$ cat src/rtl/conv_pkg.sv
// Shared types and constants for the convolution frame controller.
// The drain watchdog is enabled by defining CONV_CTRL_TIMEOUT_EN.
package conv_pkg;

    localparam int unsigned KERNEL_TAPS = 9;
    localparam logic [3:0]  LAST_TAP    = 4'(KERNEL_TAPS - 1);

    typedef enum logic [2:0] {
        IDLE,
        LOAD,
        STREAM,
        DRAIN,
        DONE
    } ctrl_state_e;

    typedef enum logic [1:0] {
        ERR_NONE,
        ERR_DIM,
        ERR_ABORT,
        ERR_TIMEOUT
    } ctrl_err_e;

    function automatic logic tap_addr_ok(input logic [3:0] addr);
        return addr <= LAST_TAP;
    endfunction

endpackage

$ cat src/rtl/conv_kernel_shadow.sv
// Shadow bank of the 3x3 kernel taps: one write port from the CPU side and one
// combinational read port used while the taps are streamed into the core.
module conv_kernel_shadow
    import conv_pkg::*;
#(
    parameter int unsigned COEF_W = 16
) (
    input  logic              clk_i,
    input  logic              rst_ni,
    input  logic              wr_en_i,
    input  logic [3:0]        wr_addr_i,
    input  logic [COEF_W-1:0] wr_data_i,
    input  logic [3:0]        rd_addr_i,
    output logic [COEF_W-1:0] rd_data_o
);

    logic [COEF_W-1:0] taps_q [KERNEL_TAPS];

    always_ff @(posedge clk_i or negedge rst_ni) begin
        if (!rst_ni) begin
            for (int i = 0; i < KERNEL_TAPS; i++) begin
                taps_q[i] <= '0;
            end
        end else if (wr_en_i && tap_addr_ok(wr_addr_i)) begin
            taps_q[wr_addr_i] <= wr_data_i;
        end
    end

    assign rd_data_o = tap_addr_ok(rd_addr_i) ? taps_q[rd_addr_i] : '0;

endmodule

$ cat src/rtl/conv_frame_ctrl.sv
// Frame sequencer for the 3x3 convolution core: loads taps, gates W*H input pixels and
// counts (W-2)*(H-2) outputs. Define CONV_CTRL_TIMEOUT_EN to add the drain watchdog.
module conv_frame_ctrl
    import conv_pkg::*;
#(
    parameter int unsigned COEF_W      = 16,
    parameter int unsigned DIM_W       = 8
`ifdef CONV_CTRL_TIMEOUT_EN
    ,
    parameter int unsigned TIMEOUT_CYC = 4096
`endif
) (
    input  logic               clk,
    input  logic               rstn,
    input  logic               cfg_kernel_wr,
    input  logic [3:0]         cfg_kernel_addr,
    input  logic [COEF_W-1:0]  cfg_kernel_data,
    input  logic [DIM_W-1:0]   cfg_frame_w,
    input  logic [DIM_W-1:0]   cfg_frame_h,
    input  logic               start,
    input  logic               abort,
    input  logic               src_valid,
    output logic               src_ready,
    input  logic               sink_full,
    output logic               core_valid_in,
    output logic               core_kernel_wr,
    output logic [3:0]         core_kernel_addr,
    output logic [COEF_W-1:0]  core_kernel_data,
    input  logic               core_valid_out,
    output logic               busy,
    output logic               done,
    output logic [1:0]         err,
    output logic [2*DIM_W-1:0] out_count
);

    localparam int unsigned CNT_W = 2 * DIM_W;

    ctrl_state_e      state_q, state_d;
    ctrl_err_e        err_q, err_d;
    logic [3:0]       load_idx_q, load_idx_d;
    logic [CNT_W-1:0] pix_cnt_q, pix_cnt_d;
    logic [CNT_W-1:0] pix_total_q, pix_total_d;
    logic [CNT_W-1:0] target_q, target_d;
    logic [CNT_W-1:0] out_cnt_q, out_cnt_d;
    logic             done_q, done_d;

    logic             dims_ok;
    logic             count_out;
    logic [COEF_W-1:0] shadow_rd_data;

`ifdef CONV_CTRL_TIMEOUT_EN
    localparam int unsigned WDOG_W = $clog2(TIMEOUT_CYC + 1);
    // Cycles elapsed since the last core output (or since DRAIN entry).
    logic [WDOG_W-1:0] wdog_q, wdog_d;
`endif

    conv_kernel_shadow #(
        .COEF_W (COEF_W)
    ) u_shadow (
        .clk_i     (clk),
        .rst_ni    (rstn),
        .wr_en_i   (cfg_kernel_wr && !busy),
        .wr_addr_i (cfg_kernel_addr),
        .wr_data_i (cfg_kernel_data),
        .rd_addr_i (load_idx_q),
        .rd_data_o (shadow_rd_data)
    );

    assign busy    = (state_q == LOAD) || (state_q == STREAM) || (state_q == DRAIN);
    assign dims_ok = (cfg_frame_w >= DIM_W'(3)) && (cfg_frame_h >= DIM_W'(3));

    assign src_ready        = (state_q == STREAM) && src_valid && !sink_full;
    assign core_valid_in    = src_ready;
    assign core_kernel_wr   = (state_q == LOAD);
    assign core_kernel_addr = (state_q == LOAD) ? load_idx_q : 4'd0;
    assign core_kernel_data = (state_q == LOAD) ? shadow_rd_data : '0;
    assign done             = done_q;
    assign err              = err_q;
    assign out_count        = out_cnt_q;

    // Outputs saturate at the target so stray pulses cannot push the count past it.
    assign count_out = ((state_q == STREAM) || (state_q == DRAIN)) && core_valid_out &&
                       (out_cnt_q != target_q);

    always_comb begin
        state_d     = state_q;
        err_d       = err_q;
        load_idx_d  = load_idx_q;
        pix_cnt_d   = pix_cnt_q;
        pix_total_d = pix_total_q;
        target_d    = target_q;
        out_cnt_d   = out_cnt_q;
        done_d      = 1'b0;
`ifdef CONV_CTRL_TIMEOUT_EN
        wdog_d      = '0;
`endif

        if (count_out) begin
            out_cnt_d = out_cnt_q + CNT_W'(1);
        end

        unique case (state_q)
            IDLE, DONE: begin
                if (start && !abort) begin
                    if (dims_ok) begin
                        state_d     = LOAD;
                        err_d       = ERR_NONE;
                        load_idx_d  = 4'd0;
                        pix_cnt_d   = '0;
                        out_cnt_d   = '0;
                        pix_total_d = CNT_W'(cfg_frame_w) * CNT_W'(cfg_frame_h);
                        target_d    = CNT_W'(cfg_frame_w - DIM_W'(2)) *
                                      CNT_W'(cfg_frame_h - DIM_W'(2));
                    end else begin
                        err_d = ERR_DIM;
                    end
                end
            end
            LOAD: begin
                if (load_idx_q == LAST_TAP) begin
                    state_d = STREAM;
                end else begin
                    load_idx_d = load_idx_q + 4'd1;
                end
            end
            STREAM: begin
                if (src_ready) begin
                    pix_cnt_d = pix_cnt_q + CNT_W'(1);
                    if (pix_cnt_q == pix_total_q - CNT_W'(1)) begin
                        state_d = DRAIN;
                    end
                end
            end
            DRAIN: begin
`ifdef CONV_CTRL_TIMEOUT_EN
                wdog_d = core_valid_out ? WDOG_W'(1) : wdog_q + WDOG_W'(1);
`endif
                if (out_cnt_d == target_q) begin
                    state_d = DONE;
                    done_d  = 1'b1;
`ifdef CONV_CTRL_TIMEOUT_EN
                end else if (wdog_d == WDOG_W'(TIMEOUT_CYC)) begin
                    state_d = DONE;
                    done_d  = 1'b1;
                    err_d   = ERR_TIMEOUT;
`endif
                end
            end
            default: begin
                state_d = IDLE;
            end
        endcase

        if (abort && busy) begin
            state_d = IDLE;
            err_d   = ERR_ABORT;
            done_d  = 1'b0;
        end
    end

    always_ff @(posedge clk or negedge rstn) begin
        if (!rstn) begin
            state_q     <= IDLE;
            err_q       <= ERR_NONE;
            load_idx_q  <= 4'd0;
            pix_cnt_q   <= '0;
            pix_total_q <= '0;
            target_q    <= '0;
            out_cnt_q   <= '0;
            done_q      <= 1'b0;
        end else begin
            state_q     <= state_d;
            err_q       <= err_d;
            load_idx_q  <= load_idx_d;
            pix_cnt_q   <= pix_cnt_d;
            pix_total_q <= pix_total_d;
            target_q    <= target_d;
            out_cnt_q   <= out_cnt_d;
            done_q      <= done_d;
        end
    end

`ifdef CONV_CTRL_TIMEOUT_EN
    always_ff @(posedge clk or negedge rstn) begin
        if (!rstn) begin
            wdog_q <= '0;
        end else begin
            wdog_q <= wdog_d;
        end
    end
`endif

endmodule

$ cat config.mk
export PLATFORM = sky130hd
export DESIGN_NAME = conv_frame_ctrl
export DESIGN_NICKNAME = d
export VERILOG_FILES = /design/src/rtl/conv_pkg.sv /design/src/rtl/conv_kernel_shadow.sv /design/src/rtl/conv_frame_ctrl.sv
export SDC_FILE = /design/constraint.sdc
export NUM_CORES = 1
export LEC_CHECK = 0
export CELL_PAD_IN_SITES_DETAIL_PLACEMENT = 1
export CELL_PAD_IN_SITES_GLOBAL_PLACEMENT = 1
export CORE_MARGIN = 10
export CORE_UTILIZATION = 49
export DETAILED_ROUTE_END_ITERATION = 10
export GPL_ROUTABILITY_DRIVEN = 0
export PLACE_DENSITY = 0.86
export SLEW_MARGIN = 20
export SYNTH_ARGS = -nofsm -noshare
export SYNTH_HDL_FRONTEND = slang
export SYNTH_SLANG_ARGS = --single-unit
export TNS_END_PERCENT = 5
$ cat constraint.sdc
create_clock -name clk -period 3.5 [get_ports clk]
set_clock_uncertainty 0.2 [all_clocks]
set_input_delay 0.7 -clock clk [delete_from_list [all_inputs] [get_ports clk]]
set_output_delay 0.7 -clock clk [all_outputs]
set_load 0.005 [all_outputs]
# After elaboration in Yosys (flattened, before gate mapping)
# Index checks and enable logic that the tools add are counted.
dict set report classes {
  n_shift 0
  n_bitwise 2
  order_cmp 7
  n_reduce_logical 27
  n_mux 36
  n_div 0
  add_sub_neg 6
  n_eq_ne 18
  mul 2
}
# cell n
set ops {}
lappend ops {{$mux W16} 12}
lappend ops {{$bwmux W144} 1}
lappend ops {{$bmux W16 S4} 1}
lappend ops {{$demux W16 S4} 1}
lappend ops {{$add A16 B1 Y16 const B} 2}
lappend ops {{$eq A16 B16 Y1} 2}
lappend ops {{$pmux W16 S2} 1}
lappend ops {{$mux W3} 7}
lappend ops {{$sub A8 B2 Y9 const B} 2}
lappend ops {{$ge A8 B2 Y1 const B} 2}
lappend ops {{$mul A8 B8 Y16} 1}
lappend ops {{$mul A9 B9 Y16} 1}
lappend ops {{$mux W4} 4}
lappend ops {{$ne A16 B16 Y1} 1}
lappend ops {{$sub A16 B1 Y16 const B} 1}
lappend ops {{$pmux W3 S4} 1}
lappend ops {{$ge A5 B5 Y1 const B} 2}
lappend ops {{$logic_and A1 B1 Y1} 10}
lappend ops {{$not A4 Y5} 2}
lappend ops {{$ne A3 B1 Y1 const B} 3}
lappend ops {{$le A4 B4 Y1 const B} 2}
lappend ops {{$ne A2 B2 Y1 const B} 4}
lappend ops {{$pmux W4 S2} 1}
lappend ops {{$reduce_and A4 Y1} 2}
lappend ops {{18 further kinds} 32}
dict set report word_totals {
  mem_bits_ro 0
  memories 0
  ram_bits 0
  in_bits 44
  latchBits 0
  out_inout_bits 43
  register_bits 218
}

# Longest topological paths before layout
# Gate-level depths: netlist of run 1.
dict set report depth {
  depth_word 9
  ltp_mapped 25
  ltp_nobuf 24
}

# Modules after synthesis
# Synthesis of run 1 repeated with hierarchy kept, for this count alone.
dict set report hier_totals {
  cells_unflattened 1555
  area_unflattened_um2 16226.8
}
# mod cells_each instances seq_area_each_um2 area_each_um2
set modules_own_cells {}
lappend modules_own_cells {conv_frame_ctrl 1111 1 1826.8 9539.1}
lappend modules_own_cells {conv_kernel_shadow 444 1 3603.5 6687.7}

# Worst setup path after synthesis of run 1
# OpenSTA, ideal clock, no wires.
dict set report synth_timing {
  path_type {input to register}
  from {in cfg_frame_w[1]}
  to {reg target_q[15]}
  stages 25
  path_buffers 1
  setup_slack_ps -2899
  required_ps 3171
  arrival_ps 6069
  setup_time_ps 129
  path_cell_list {clkbuf_1 -> inv_1 -> ha_1 -> nor3b_1 -> xor2_1 -> nand2_1 -> fa_1 -> inv_1 -> fa_1 -> ha_1 -> inv_1 -> fa_1 -> inv_1 -> ha_1 -> ha_1 -> fa_1 -> a21o_1 -> a21oi_1 -> o21bai_1 -> a21oi_1 -> o21ai_0 -> a21o_1 -> a21oi_1 -> xnor2_1 -> o21ai_1}
}
dict set report synth_between {
  elab_chain_len 3
  word_cells_on_any_way 5
  cone_classes {add/sub (1); mul (1); order compare (1); reduce/logical (2)}
}
# item line_no
set synth_rtl {}
lappend synth_rtl {{start, declared} conv_frame_ctrl.sv:18} ;# input logic [DIM_W-1:0] cfg_frame_w,
lappend synth_rtl {{parallel branches: the longest is 3 deep, another holds $mul A9 B9 Y16} n/a}
lappend synth_rtl {{end signal, assigned} conv_frame_ctrl.sv:177} ;# target_q <= target_d;
lappend synth_rtl {{end, declared} conv_frame_ctrl.sv:43} ;# logic [CNT_W-1:0] target_q, target_d;
# Parallel ways; which one is timed is not known.
# A chain may end at the register's enable or synchronous reset.

# Worst setup path in the final report of run 1
dict set report layout_timing {
  from {in cfg_frame_w[2]}
  to {reg target_q[15]}
}
# Same word-level chain as after synthesis.

==> results of run 1 <==
==> synthesized netlist by cell type, types with 3 or more instances <==
cell type  instances  area (um^2)
ha_1              76          951
nand3_1           25          125
o21ai_1            4         20.0
nor3_1            16         80.1
buf_1              6         22.5
a21oi_1           40          200
buf_2              8         40.0
inv_1            133          499
xnor2_1           72          631
mux4_2            32          721
o21ai_0           36          180
mux2i_1           19          190
a21boi_0           3         22.5
a211oi_1           4         30.0
o22ai_1            3         18.8
fa_1              99         1980
and3_1             8         50.1
o2111ai_1          4         35.0
or4_1              4         30.0
mux2_2           145         1630
nor4_1             8         50.1
o21bai_1           4         30.0
and2_1            42          263
nand2_1          143          537
xor2_1            47          412
nand2b_1          20          125
nand4_1           14         87.6
dfrtp_1          217         5430
clkbuf_1          53          199
a21o_1             5         37.5
or2_2             11         68.8
or3_1              7         43.8
nor2b_1            9         56.3
nor3b_1            4         30.0
buf_6              4         45.0
nor2_1           134          503
a31oi_1            3         18.8
nand3b_1           4         30.0
==> logic make-up (layout without fill, tap and decap cells) <==
family	after synthesis	after routing	synth area share, %
AO/OA/AOI/OAI	133	133	5.41
AND/OR/NAND/NOR	461	461	13.9
XOR/XNOR	122	122	6.94
multiplexers	196	196	16.0
flip-flops	217	217	34.2
buffers and inverters	206	425	5.14
adder cells (fa/ha/maj)	175	175	18.4
==> cell type report <==
| cell class | instances | area, um^2 |
|---|---|---|
| timing repair buffer | 248 | 2140 |
| tap | 435 | 544 |
| sequential | 217 | 5430 |
| fill | 3335 | 12100 |
| inverter | 134 | 509 |
| clock buffer | 30 | 673 |
| multi-input combinational | 1087 | 10300 |
| clock inverter | 13 | 148 |
==> flip-flops by register name (all words and copies together), names as in the netlist <==
| name | count |
|---|---|
| u_shadow.taps_q | 144 |
| pix_total_q | 16 |
| err | 2 |
| done | 1 |
| target_q | 15 |
| load_idx_q | 4 |
| pix_cnt_q | 16 |
| out_count | 16 |
| state_q | 3 |
==> layer usage <==
| metal | track usage (%) | vias to the layer above |
|---|---|---|
| li1 | - | 5460 |
| met3 | 3.35 | 221 |
| met2 | 46.3 | 669 |
| met1 | 31.0 | 6800 |
| met4 | 11.7 | 2 |
| met5 | 0 | - |
==> through the flow <==
stage	setup TNS [ns]	cells	cell area [um^2]	util (%)	hold WS, ns
3_5_place_dp	-69.39	2103	18300	57.5	0.290
2_1_floorplan	-32.70	1510	16000	-	0.204
4_1_cts	-27.45	2154	19400	61.1	0.00914
6_report	-30.33	2164	19700	62.1	-0.00351
5_1_grt	-35.02	2164	19700	62.1	0.0346
3_3_place_gp	-63.06	2103	18300	57.5	0.282
==> what timing repair did <==
action	4_1_cts	5_1_grt
setup buffers	8	11
gates resized for setup	140	80
endpoints found under the setup margin	51	63
pin swaps	39	60
==> critical path, cell delays in order <==
cell             delay (ns)
clkdlybuf4s15_2        0.20
inv_2                  0.08
ha_4                   0.15
nor3b_4                0.29
xor2_2                 0.23
nand2_2                0.12
fa_1                   0.54
inv_2                  0.05
fa_1                   0.47
ha_1                   0.32
inv_2                  0.04
fa_1                   0.54
inv_2                  0.06
ha_4                   0.22
ha_4                   0.17
fa_2                   0.40
a21o_1                 0.21
a21oi_2                0.15
o21bai_1               0.15
a21oi_2                0.22
o21ai_2                0.10
a21o_1                 0.18
a21oi_2                0.16
xnor2_1                0.14
o21ai_1                0.08
==> power breakdown <==
group / leakage [nW] / switching (mW) / internal (mW)
combinational: 5.96 / 4.40 / 4.16
sequential: 2.79 / 1.01 / 3.55
clock: 0.394 / 1.15 / 1.53
total: 9.15 / 6.57 / 9.24
==> path summary, 6_finish.rpt <==
path | start | to | slack [ns] | cells past startpoint
worst max-delay path | cfg_frame_w[2] | target_q[15] | -2.30 | 25
worst min-delay path | rstn | u_shadow.taps_q[135] | -0.004 | 1
worst max register to register | out_count[2] | state_q[1] | -0.82 | 9
worst min register to register | u_shadow.taps_q[117] | u_shadow.taps_q[117] | 0.31 | 1
max in group asynchronous | rstn | u_shadow.taps_q[106] | 2.29 | 2
min in group clk | u_shadow.taps_q[117] | u_shadow.taps_q[117] | 0.31 | 1
==> metrics, run 1 <==
status=finished, violations left; failing checks=hold timing, setup timing; unrepaired setup endpoints after global routing=true; dpl ws=-3.12 ns; cts bufs inserted=24; DR top layer=met5; number of synthesized flops with an enable pin=0; Leakage=9.15 nW; # IOs=87; Yosys cell types=73; vias in the first global route=14700; Fin. Hold Viols=3; initial antenna violation count=1; Worst EP arrival=6.00 ns; Worst-Skew Late Latency=0.52 ns; Initial Utilization=50.0%; Critical Path RT=3.70 ns; CTS tree=built; hpwl dp=34.9 mm; width of the die=200 um; most common cell after layout, fill and taps aside=dfrtp_1; post-synthesis register bit count=217; all-layer global routing usage=26.1%; WL per Instance=27.1 um; DR WL met3=3.45 mm; critical path type=in -> reg; first-pass GRT wire length=85.0 mm; syn_nets=1729; Mapped Cells=1510; site row count=65; relative slew slack=18.9%; clock sink total=217; metal2 WL=30.5 mm; Port Buffers=86; fin crit share=166%; Synthesis Warnings=0; MaxCap Viol Count=0; H-tree depth=1; drt total wl=58.6 mm; Post-CTS Hold Fix Bufs=0; VDD IR-drop max=440 uV; Power Total=15.8 mW; ys async rst share=100%; sequential area share after synthesis=34.2%; share of post-route cells with drive strength above 1=31.2%; Post-Syn Area=0.0159 mm^2; CP max FO=3; Area Growth Syn to Fin=24.2%; HP Class=in -> async; Remaining DRCs=0; total die area=0.0401 mm^2; 1st-iter DRT viols=1143; antenna cells=0; Avg Synthesized Cell Area=10.5 um^2; min Tclk post-route=5.80 ns; Max Fclk=0.172 GHz; pwr/cell area=800 mW/mm^2; Pre-antenna DRT Iters=7; nets@finish=1931; Slew Viols, Final=0; nature of the critical path startpoint=input pin; PnR worst setup slack=-2.30 ns; grt ovf=0; setup violators final=30; CTS clock-pin slew for the worst setup and hold paths=0.06 ns; hold_ws=-0.00351 ns; core area=0.0318 mm^2; element type at the critical path end=flop; Die Y=200 um; Final ANT Viol Nets=0; Post-synth top flop=dfrtp_1; most frequent cells in the layout=216 x dfrtp_1, 146 x buf_4, 145 x mux2_2, 137 x nand2_1, 128 x nor2_1; pin count of the biggest net entering global routing=75; Metal-1 WL=21.7 mm; vias per std cell=6.08; maximum clock path buffer count=3; via count=13200; worst slew pin tran=1.19 ns; Root Driver=clkbuf_16
No activity file was read; power rests on OpenSTA's default activity.
==> run 2, diff against run 1 <==
- CORE_MARGIN: 10 -> 2
- clock period: 3.5 -> 5.93 ns (I/O delays scaled with it)
==> metrics, run 2 (synthesis results as in run 1) <==
max reg flops=144 (unchanged); Critical Path RT=6.13 ns (+2.43 ns); Hold Path Stages=1; H-tree depth=1 (unchanged); most frequent cells in the layout=216 x dfrtp_1, 145 x mux2_2, 142 x nand2_1, 130 x nor2_1, 127 x buf_4; min Tclk post-route=6.33 ns; total die area=0.0339 mm^2 (-15%); CTS clock-pin slew for the worst setup and hold paths=0.07 ns (about the same); setup slack, reg-to-reg=1.95 ns (+2.77 ns); CP max FO=3 (unchanged); width of the die=184 um (-8.0%); hpwl dp=32.9 mm (-5.5%); vias in the first global route=14100 (-3.8%); cts bufs inserted=23 (-4.2%); clock sink total=217 (unchanged); WL per Instance=23.6 um (-13%); pwr/cell area=452 mW/mm^2 (-43%); Hold Path Sink=u_shadow.taps_q[134]; DP Cell Count=2038 (-3.1%); core area=0.0317 mm^2 (-0.26%); # IOs=87 (unchanged); Area Growth Syn to Fin=19.7%; PnR worst setup slack=-0.402 ns (+1.90 ns); failing checks=setup timing; maximum clock path buffer count=3 (unchanged); Fin. Hold Viols=0 (-3); hold_ws=0.306 ns (+0.310 ns); Leakage=8.80 nW (-3.8%); fin util=60.0% (-2.1 points); fillers=3367 (+0.96%); share of post-route cells with drive strength above 1=25.5% (-5.7 points); Slew Viols, Final=0 (unchanged); Post-CTS Hold Fix Bufs=0 (unchanged); Initial Utilization=50.1% (+0.13 points); 1st-iter DRT viols=758 (-34%); all-layer global routing usage=29.1% (+3.0 points); drt total wl=49.4 mm (-16%); relative slew slack=22.0% (+3.0 points); nature of the critical path startpoint=input pin; CTS tree=built; VDD IR-drop max=237 uV (-46%); Max Fclk=0.158 GHz; most common cell after layout, fill and taps aside=dfrtp_1; site row count=65 (unchanged); hold path startpoint=u_shadow.taps_q[134]; worst reg2reg path startpoint=out_count[11]; Worst R2R End=done; Worst-Skew Late Latency=0.52 ns (about the same); Final ANT Viol Nets=0 (unchanged); MaxCap Viol Count=0 (unchanged); fin crit share=107%; vias per std cell=5.94 (-2.3%); setup violators final=6 (-80%); status=finished, violations left; Worst Reg-to-Reg Cells=9 (unchanged); element type at the critical path end=flop; pin count of the biggest net entering global routing=113 (+51%); first-pass GRT wire length=77.1 mm (-9.3%); via count=12400 (-5.4%); Remaining DRCs=0 (unchanged); fin area=0.0190 mm^2 (-3.6%); nets@finish=1897 (-1.8%); Root Driver=clkbuf_16; Port Buffers=86 (unchanged); initial antenna violation count=0 (-1); Die Y=184 um (-8.0%); critical path type=in -> reg; antenna cells=0 (unchanged); Worst EP arrival=6.53 ns (+0.53 ns); HP Class=reg -> reg; worst slew pin tran=1.14 ns (-0.0441 ns); Finished Layout Cells=2095 (-3.2%); Pre-antenna DRT Iters=5 (-2); Area after DPL=0.0179 mm^2 (-2.0%); grt ovf=0 (unchanged); largest reg by FF count=u_shadow.taps_q; unrepaired setup endpoints after global routing=true; Power Total=8.61 mW (-46%)
-- run 2: metal layers --
metal  track usage (%)  share of wire, %  up-vias
li1                  -                 -     5405
met1              33.8                38     6449
met2              54.7                53      432
met3              3.26               4.2      156
met4              11.6               4.3        0
met5                 0                 0        -
-- run 2: per-stage QoR --
step | TNS [ns] | worst slack [ns]
floorplan | -1.44 | -0.502
global placement | -6.36 | -0.972
detailed placement | -9.55 | -1.19
CTS | -0.798 | -0.282
global route | -2.48 | -0.517
finish | -1.66 | -0.402
-- run 2: worst max-delay path by stage --
stage                               from            to  slack (ns)  cells past startpoint
after global routing      cfg_frame_w[1]  target_q[14]       -0.52                     24
final                     cfg_frame_h[6]  target_q[14]       -0.40                     22
after global placement    cfg_frame_h[3]  target_q[14]       -0.97                     22
after floorplan           cfg_frame_h[6]  target_q[14]       -0.50                     22
after detailed placement  cfg_frame_h[4]  target_q[14]       -1.19                     22
after CTS                 cfg_frame_h[3]  target_q[14]       -0.28                     22
-- run 2: critical path: stages --
cell	delay [ns]
buf_6	0.09
or4_4	0.57
nor2_4	0.22
xnor2_4	0.11
or2_4	0.24
fa_1	0.48
fa_1	0.56
inv_2	0.04
fa_1	0.45
fa_1	0.51
inv_2	0.04
fa_1	0.53
inv_2	0.06
ha_4	0.23
inv_2	0.06
o21bai_1	0.09
a21oi_2	0.18
o21bai_2	0.10
a211o_1	0.31
a31oi_1	0.21
xor2_1	0.18
o21ai_1	0.07
-- run 2: area by class of cell --
type                            instances  area (um^2)  area share [%]
Sequential cell                       217         5430            28.5
Tap cell                              402          503            2.64
Timing Repair Buffer                  215         1820            9.54
Clock inverter                         12          196            1.03
Inverter                              134          504            2.65
Multi-Input combinational cell       1087         9990            52.5
Clock buffer                           28          594            3.12
-- run 2: power breakdown --
group | switching (mW) | leakage [nW] | internal [mW]
sequential | 0.568 | 2.79 | 2.09
clock | 0.614 | 0.389 | 0.934
combinational | 2.20 | 5.62 | 2.20
-- run 2: timing repair --
action / in CTS / in global routing
setup buffers: 9 / 8
setup endpoints to repair: 8 / 10
resized for setup: 61 / 22
pin swaps: 31 / 33
==> RTL edit 1, RTL diff (flow settings as in run 2) <==
`pix_total_q` no longer has a reset.
--- a/src/rtl/conv_frame_ctrl.sv
+++ b/src/rtl/conv_frame_ctrl.sv
@@ -164,7 +164,6 @@
             err_q       <= ERR_NONE;
             load_idx_q  <= 4'd0;
             pix_cnt_q   <= '0;
-            pix_total_q <= '0;
             target_q    <= '0;
             out_cnt_q   <= '0;
             done_q      <= 1'b0;
@@ -173,11 +172,14 @@
             err_q       <= err_d;
             load_idx_q  <= load_idx_d;
             pix_cnt_q   <= pix_cnt_d;
-            pix_total_q <= pix_total_d;
             target_q    <= target_d;
             out_cnt_q   <= out_cnt_d;
             done_q      <= done_d;
         end
+    end
+
+    always_ff @(posedge clk) begin
+        pix_total_q <= pix_total_d;
     end
 
 `ifdef CONV_CTRL_TIMEOUT_EN
Formal check against the unedited RTL: no difference found for any inputs over 4 cycles, from zero or initial values and one cycle with rstn low; that may be too few to reach the edited logic, so the function may still have changed.
==> RTL edit 1 against run 2 <==
  * First-iteration DRC count increased by 14%
  * Total power decreased by 3.2%
  * Routed wire length increased by 8.7%
  * Via count increased by 2.5%
  * Register-to-register slack improved by 0.20 ns
  * Setup slack got worse by 0.045 ns
  * Worst hold slack improved by 0.0032 ns
  * The flow still finishes with violations (negative setup slack)
  * Critical endpoint unchanged
  * Critical path type unchanged
  * Final area increased by 1.4%
  * Sequential power increased by 3%
  * Synthesized area about the same
  * Sequential cell count increased by 1
  * Synthesized cell count decreased by 1.1%
==> RTL edit 1: results (changes against run 2) <==
Net count, final 1897 (unchanged); first-pass GRT wire length 81500 um (+5.8%); synth unique cells 73 (unchanged); hold_ws 0.310 ns (+0.00321 ns); Worst Hold Class flip-flop to flip-flop; arrival time worst endpoint 6.57 ns (+0.04 ns); crit-path max FO 2 (-1); Root Driver clkbuf_16; Routed WL 53700 um (+8.7%); worst hold endpoint u_shadow.taps_q[128]; reg2reg path depth 9 (unchanged); Final HPWL DP 34100 um (+3.4%); routed via count 12800 (+2.5%); Final WS setup -0.446 ns (-0.0447 ns); hold path depth 1 (unchanged); syn_nets 1713 (-0.93%); Longest Clk Path Bufs 3 (unchanged); GRT Total Usage 31.1% (+2.0 points); final setup violating endpoints 6 (unchanged); r2r endpoint state_q[1]; Clk Latency, worst-skew pair 0.52 ns (about the same); status finished with violations; Ys Warns 0 (unchanged); violated checks negative setup slack; register area share after synthesis 34.8% (+0.64 points); FF-to-FF setup slack 2.15 ns (+0.20 ns); cts bufs inserted 23 (unchanged); TritonRoute pass-1 iters 5 (unchanged); DP Area 18000 um^2 (+0.53%); max reg flops 144 (unchanged); number of H-tree levels 1 (unchanged); Slew HR 26.8% (+4.8 points); leakage 8.85 nW (+0.59%); largest reg by FF count u_shadow.taps_q; number of synthesized flops with an enable pin 16 (+16); initial antenna violation count 0 (unchanged); Worst VDD drop 0.000229 V (-3.1%); hold_sp u_shadow.taps_q[128]; initial detailed-routing violation count 861 (+14%); Worst-path clk slew 0.06 ns; synth cell count leaders 202 x dfrtp_1, 146 x mux2_2, 141 x inv_1; Sum Neg Setup Slack -1.52 ns (+0.132 ns); Synth area leaders dfrtp_1 32%, fa_1 12%, mux2_2 10%, ha_1 6.0%, mux4_2 4.5%; largest net degree at the start of global routing 110 (-2.7%); vias in the first global route 14500 (+2.9%); FFs w/ async S/R, synth 92.7% (-7.3 points); layout cells sized above 1 26.2% (+0.69 points); reg2reg start out_count[7]; PortBufs 86 (unchanged)
[RTL edit 1: cell type report]
class	count	area (um^2)
Timing Repair Buffer	224	1950
Multi-Input combinational cell	1070	9990
Tap cell	435	544
Sequential cell	218	5540
Inverter	141	529
Antenna cell	1	2.50
Clock inverter	8	100
Fill cell	3270	12500
Clock buffer	33	653
[RTL edit 1: worst max path at each step]
stage / start / to / slack, ns / depth (start not counted)
final: cfg_frame_h[2] / target_q[14] / -0.45 / 24
after global placement: cfg_frame_h[3] / target_q[14] / -0.90 / 22
after global routing: cfg_frame_h[2] / target_q[14] / -0.54 / 24
after CTS: cfg_frame_h[5] / target_q[14] / -0.26 / 22
after floorplan: cfg_frame_h[6] / target_q[14] / -0.53 / 22
after detailed placement: cfg_frame_w[4] / target_q[14] / -1.26 / 22
[RTL edit 1: per-stage QoR]
stage | std cells | worst slack (ns)
5_1_grt | 2129 | -0.536
2_1_floorplan | 1494 | -0.529
3_3_place_gp | 2061 | -0.896
3_5_place_dp | 2062 | -1.26
6_report | 2130 | -0.446
4_1_cts | 2120 | -0.259
[RTL edit 1: per-layer routing]
| layer | wire, um | global-route usage (%) | up-vias |
|---|---|---|---|
| met5 | 0 | 0 | - |
| met4 | 3420 | 17.7 | 0 |
| met1 | 19700 | 35.3 | 6548 |
| li1 | - | - | 5419 |
| met2 | 27700 | 55.9 | 561 |
| met3 | 2820 | 4.47 | 225 |
[RTL edit 1: cell families (layout without fill, tap and decap cells)]
kind of cell | count (synthesis) | count (layout) | synth area share, %
simple gates | 450 | 450 | 14.0
xor+xnor | 119 | 119 | 6.65
fa+ha+maj | 175 | 175 | 18.4
compound gates | 132 | 132 | 5.29
buf+inv | 206 | 406 | 4.93
other cells | 0 | 1 | 0
mux | 194 | 194 | 15.9
flops | 218 | 218 | 34.8
[RTL edit 1: report_power, final]
part | leakage, nW | switching [W] | internal (W)
Combinational | 5.72 | 0.00203 | 0.00210
Clock | 0.365 | 0.000623 | 0.000855
Sequential | 2.76 | 0.000593 | 0.00214
Total | 8.85 | 0.00324 | 0.00509
[RTL edit 1: what timing repair did]
action                                  in CTS  in global routing
hold buffers                                 0                  0
buffers inserted                            17                  8
endpoints found under the setup margin       8                  9
resized for setup                           72                 35
pin swaps                                   38                 26
[RTL edit 1: critical path: stages]
cell and delay [ns]:
clkdlybuf4s15_1 0.23, inv_2 0.08, ha_4 0.16, buf_4 0.15
xnor2_2 0.38, nor2_4 0.12, fa_1 0.59, inv_2 0.06
fa_1 0.55, inv_2 0.04, fa_1 0.48, fa_1 0.54
inv_2 0.05, fa_1 0.51, inv_2 0.05, ha_4 0.22
inv_2 0.06, o21bai_1 0.07, a21oi_2 0.14, o21bai_1 0.10
a211o_1 0.33, a31oi_2 0.20, xor2_1 0.15, o21ai_1 0.08
==> RTL edit 2, RTL diff (config.mk and constraints of run 2) <==
Made on the original files. `COEF_W` is set to 16 in 2 places; all go to 24.
--- a/src/rtl/conv_kernel_shadow.sv
+++ b/src/rtl/conv_kernel_shadow.sv
@@ -3,7 +3,7 @@
 module conv_kernel_shadow
     import conv_pkg::*;
 #(
-    parameter int unsigned COEF_W = 16
+    parameter int unsigned COEF_W = 24
 ) (
     input  logic              clk_i,
     input  logic              rst_ni,
--- a/src/rtl/conv_frame_ctrl.sv
+++ b/src/rtl/conv_frame_ctrl.sv
@@ -3,7 +3,7 @@
 module conv_frame_ctrl
     import conv_pkg::*;
 #(
-    parameter int unsigned COEF_W      = 16,
+    parameter int unsigned COEF_W      = 24,
     parameter int unsigned DIM_W       = 8
 `ifdef CONV_CTRL_TIMEOUT_EN
     ,
Interface: changed (resized cfg_kernel_data and core_kernel_data); port bits go from 87 to 103. No check against the original RTL was run, so the function may have changed too.
==> RTL edit 2 against run 2 <==
  * The run still ends with negative setup slack left
  * Setup slack improved by 0.15 ns
  * Synthesized area rose by 20%
  * Global-route usage rose by 4.4 points
  * Core utilization fell by 0.79 points
  * Sequential power rose by 38%
  * Total power rose by 27%
  * Die area rose by 20%
  * Final area rose by 20%
  * Sequential cell count rose by 72
  * Non-clock buffer count rose by 21
  * Routed wire length rose by 42%
  * Critical path type unchanged
==> RTL edit 2: results (changes against run 2) <==
max reg flops 216 (+50%); arrival time worst endpoint 6.42 ns (-0.11 ns); Finished Layout Cells 2451 (+17%); Routed WL 70200 um (+42%); Clk Latency, worst-skew pair 0.60 ns (+0.08 ns); Post-Synthesis Cells 1724 (+14%); via/cell ratio 6.28 (+5.8%); Setup WS pre-CTS -1.22 ns (-0.0302 ns); worst hold endpoint u_shadow.taps_q[149]; TritonRoute pass-1 iters 7 (+2); Clock Power 0.00201 W (+30%); status finished with violations; Sw Ratio 40.7% (+1.4 points); violated checks negative setup slack; syn_nets 1951 (+13%); hold_sp u_shadow.taps_q[149]; cts bufs inserted 31 (+35%); vias in the first global route 17500 (+24%); largest net degree at the start of global routing 127 (+12%); layout cells sized above 1 28.6% (+3.2 points); Net count, final 2135 (+13%); fillcell total 4039 (+20%); Final HPWL DP 39700 um (+21%); register area share after synthesis 37.9% (+3.7 points); Synth area leaders dfrtp_1 38%, mux2_2 13%, fa_1 10%, mux4_2 5.7%, ha_1 5.0%; Slew HR 23.5% (+1.6 points); first-pass GRT wire length 105000 um (+37%); GRT Total Usage 33.5% (+4.4 points); reg2reg path depth 11 (+2); Critical-path top delay cell fa_1; sequential share of power 33.6% (+2.7 points); Worst VDD drop 0.000387 V (+64%); Final WS setup -0.256 ns (+0.146 ns); initial antenna violation count 2 (+2); final setup violating endpoints 6 (unchanged); leakage 10.4 nW (+18%)
RTL edit 2: kinds of logic (layout without fill, tap and decap cells):
logic type / after synthesis / in the layout / synth area share (%)
multiplexers: 291 / 291 / 19.8
XOR/XNOR: 114 / 114 / 5.23
buffers and inverters: 221 / 430 / 4.42
flip-flops: 289 / 289 / 37.9
AND/OR/NAND/NOR: 481 / 481 / 12.1
AO/OA/AOI/OAI: 153 / 153 / 5.13
adder cells (fa/ha/maj): 175 / 175 / 15.4
RTL edit 2: final cells by class:
cell class                      count  area (um^2)  share of cell area [%]
Multi-Input combinational cell   1214        11400                    49.9
Sequential cell                   289         7240                    31.7
Timing Repair Buffer              236         2030                    8.91
Clock buffer                       40          830                    3.63
Tap cell                          518          648                    2.84
Inverter                          136          515                    2.26
Clock inverter                     18          165                   0.723
RTL edit 2: stage by stage:
stage | hold slack [ns] | setup TNS, ns | utilization [%] | cell area [um^2]
floorplan | 0.266 | -1.14 | - | 19300
global placement | 0.281 | -6.30 | 55.7 | 21500
detailed placement | 0.288 | -9.16 | 55.7 | 21500
CTS | 0.301 | -0.539 | 58.8 | 22700
global route | 0.319 | -1.55 | 59.2 | 22800
finish | 0.302 | -0.712 | 59.2 | 22800
RTL edit 2: timing repair:
action	in CTS	in global routing
endpoints found under the hold margin	0	0
pin swaps	28	31
buffers inserted	13	6
resized for setup	64	35
endpoints found under the setup margin	7	9
RTL edit 2: metal layers:
metal  wire [um]  vias to the layer above  global-route usage (%)
li1            -                     6222                       -
met1       25600                     7984                    39.9
met2       35300                      880                    58.5
met3        5070                      313                    6.19
met4        4170                        4                    16.2
met5          17                        -                       0
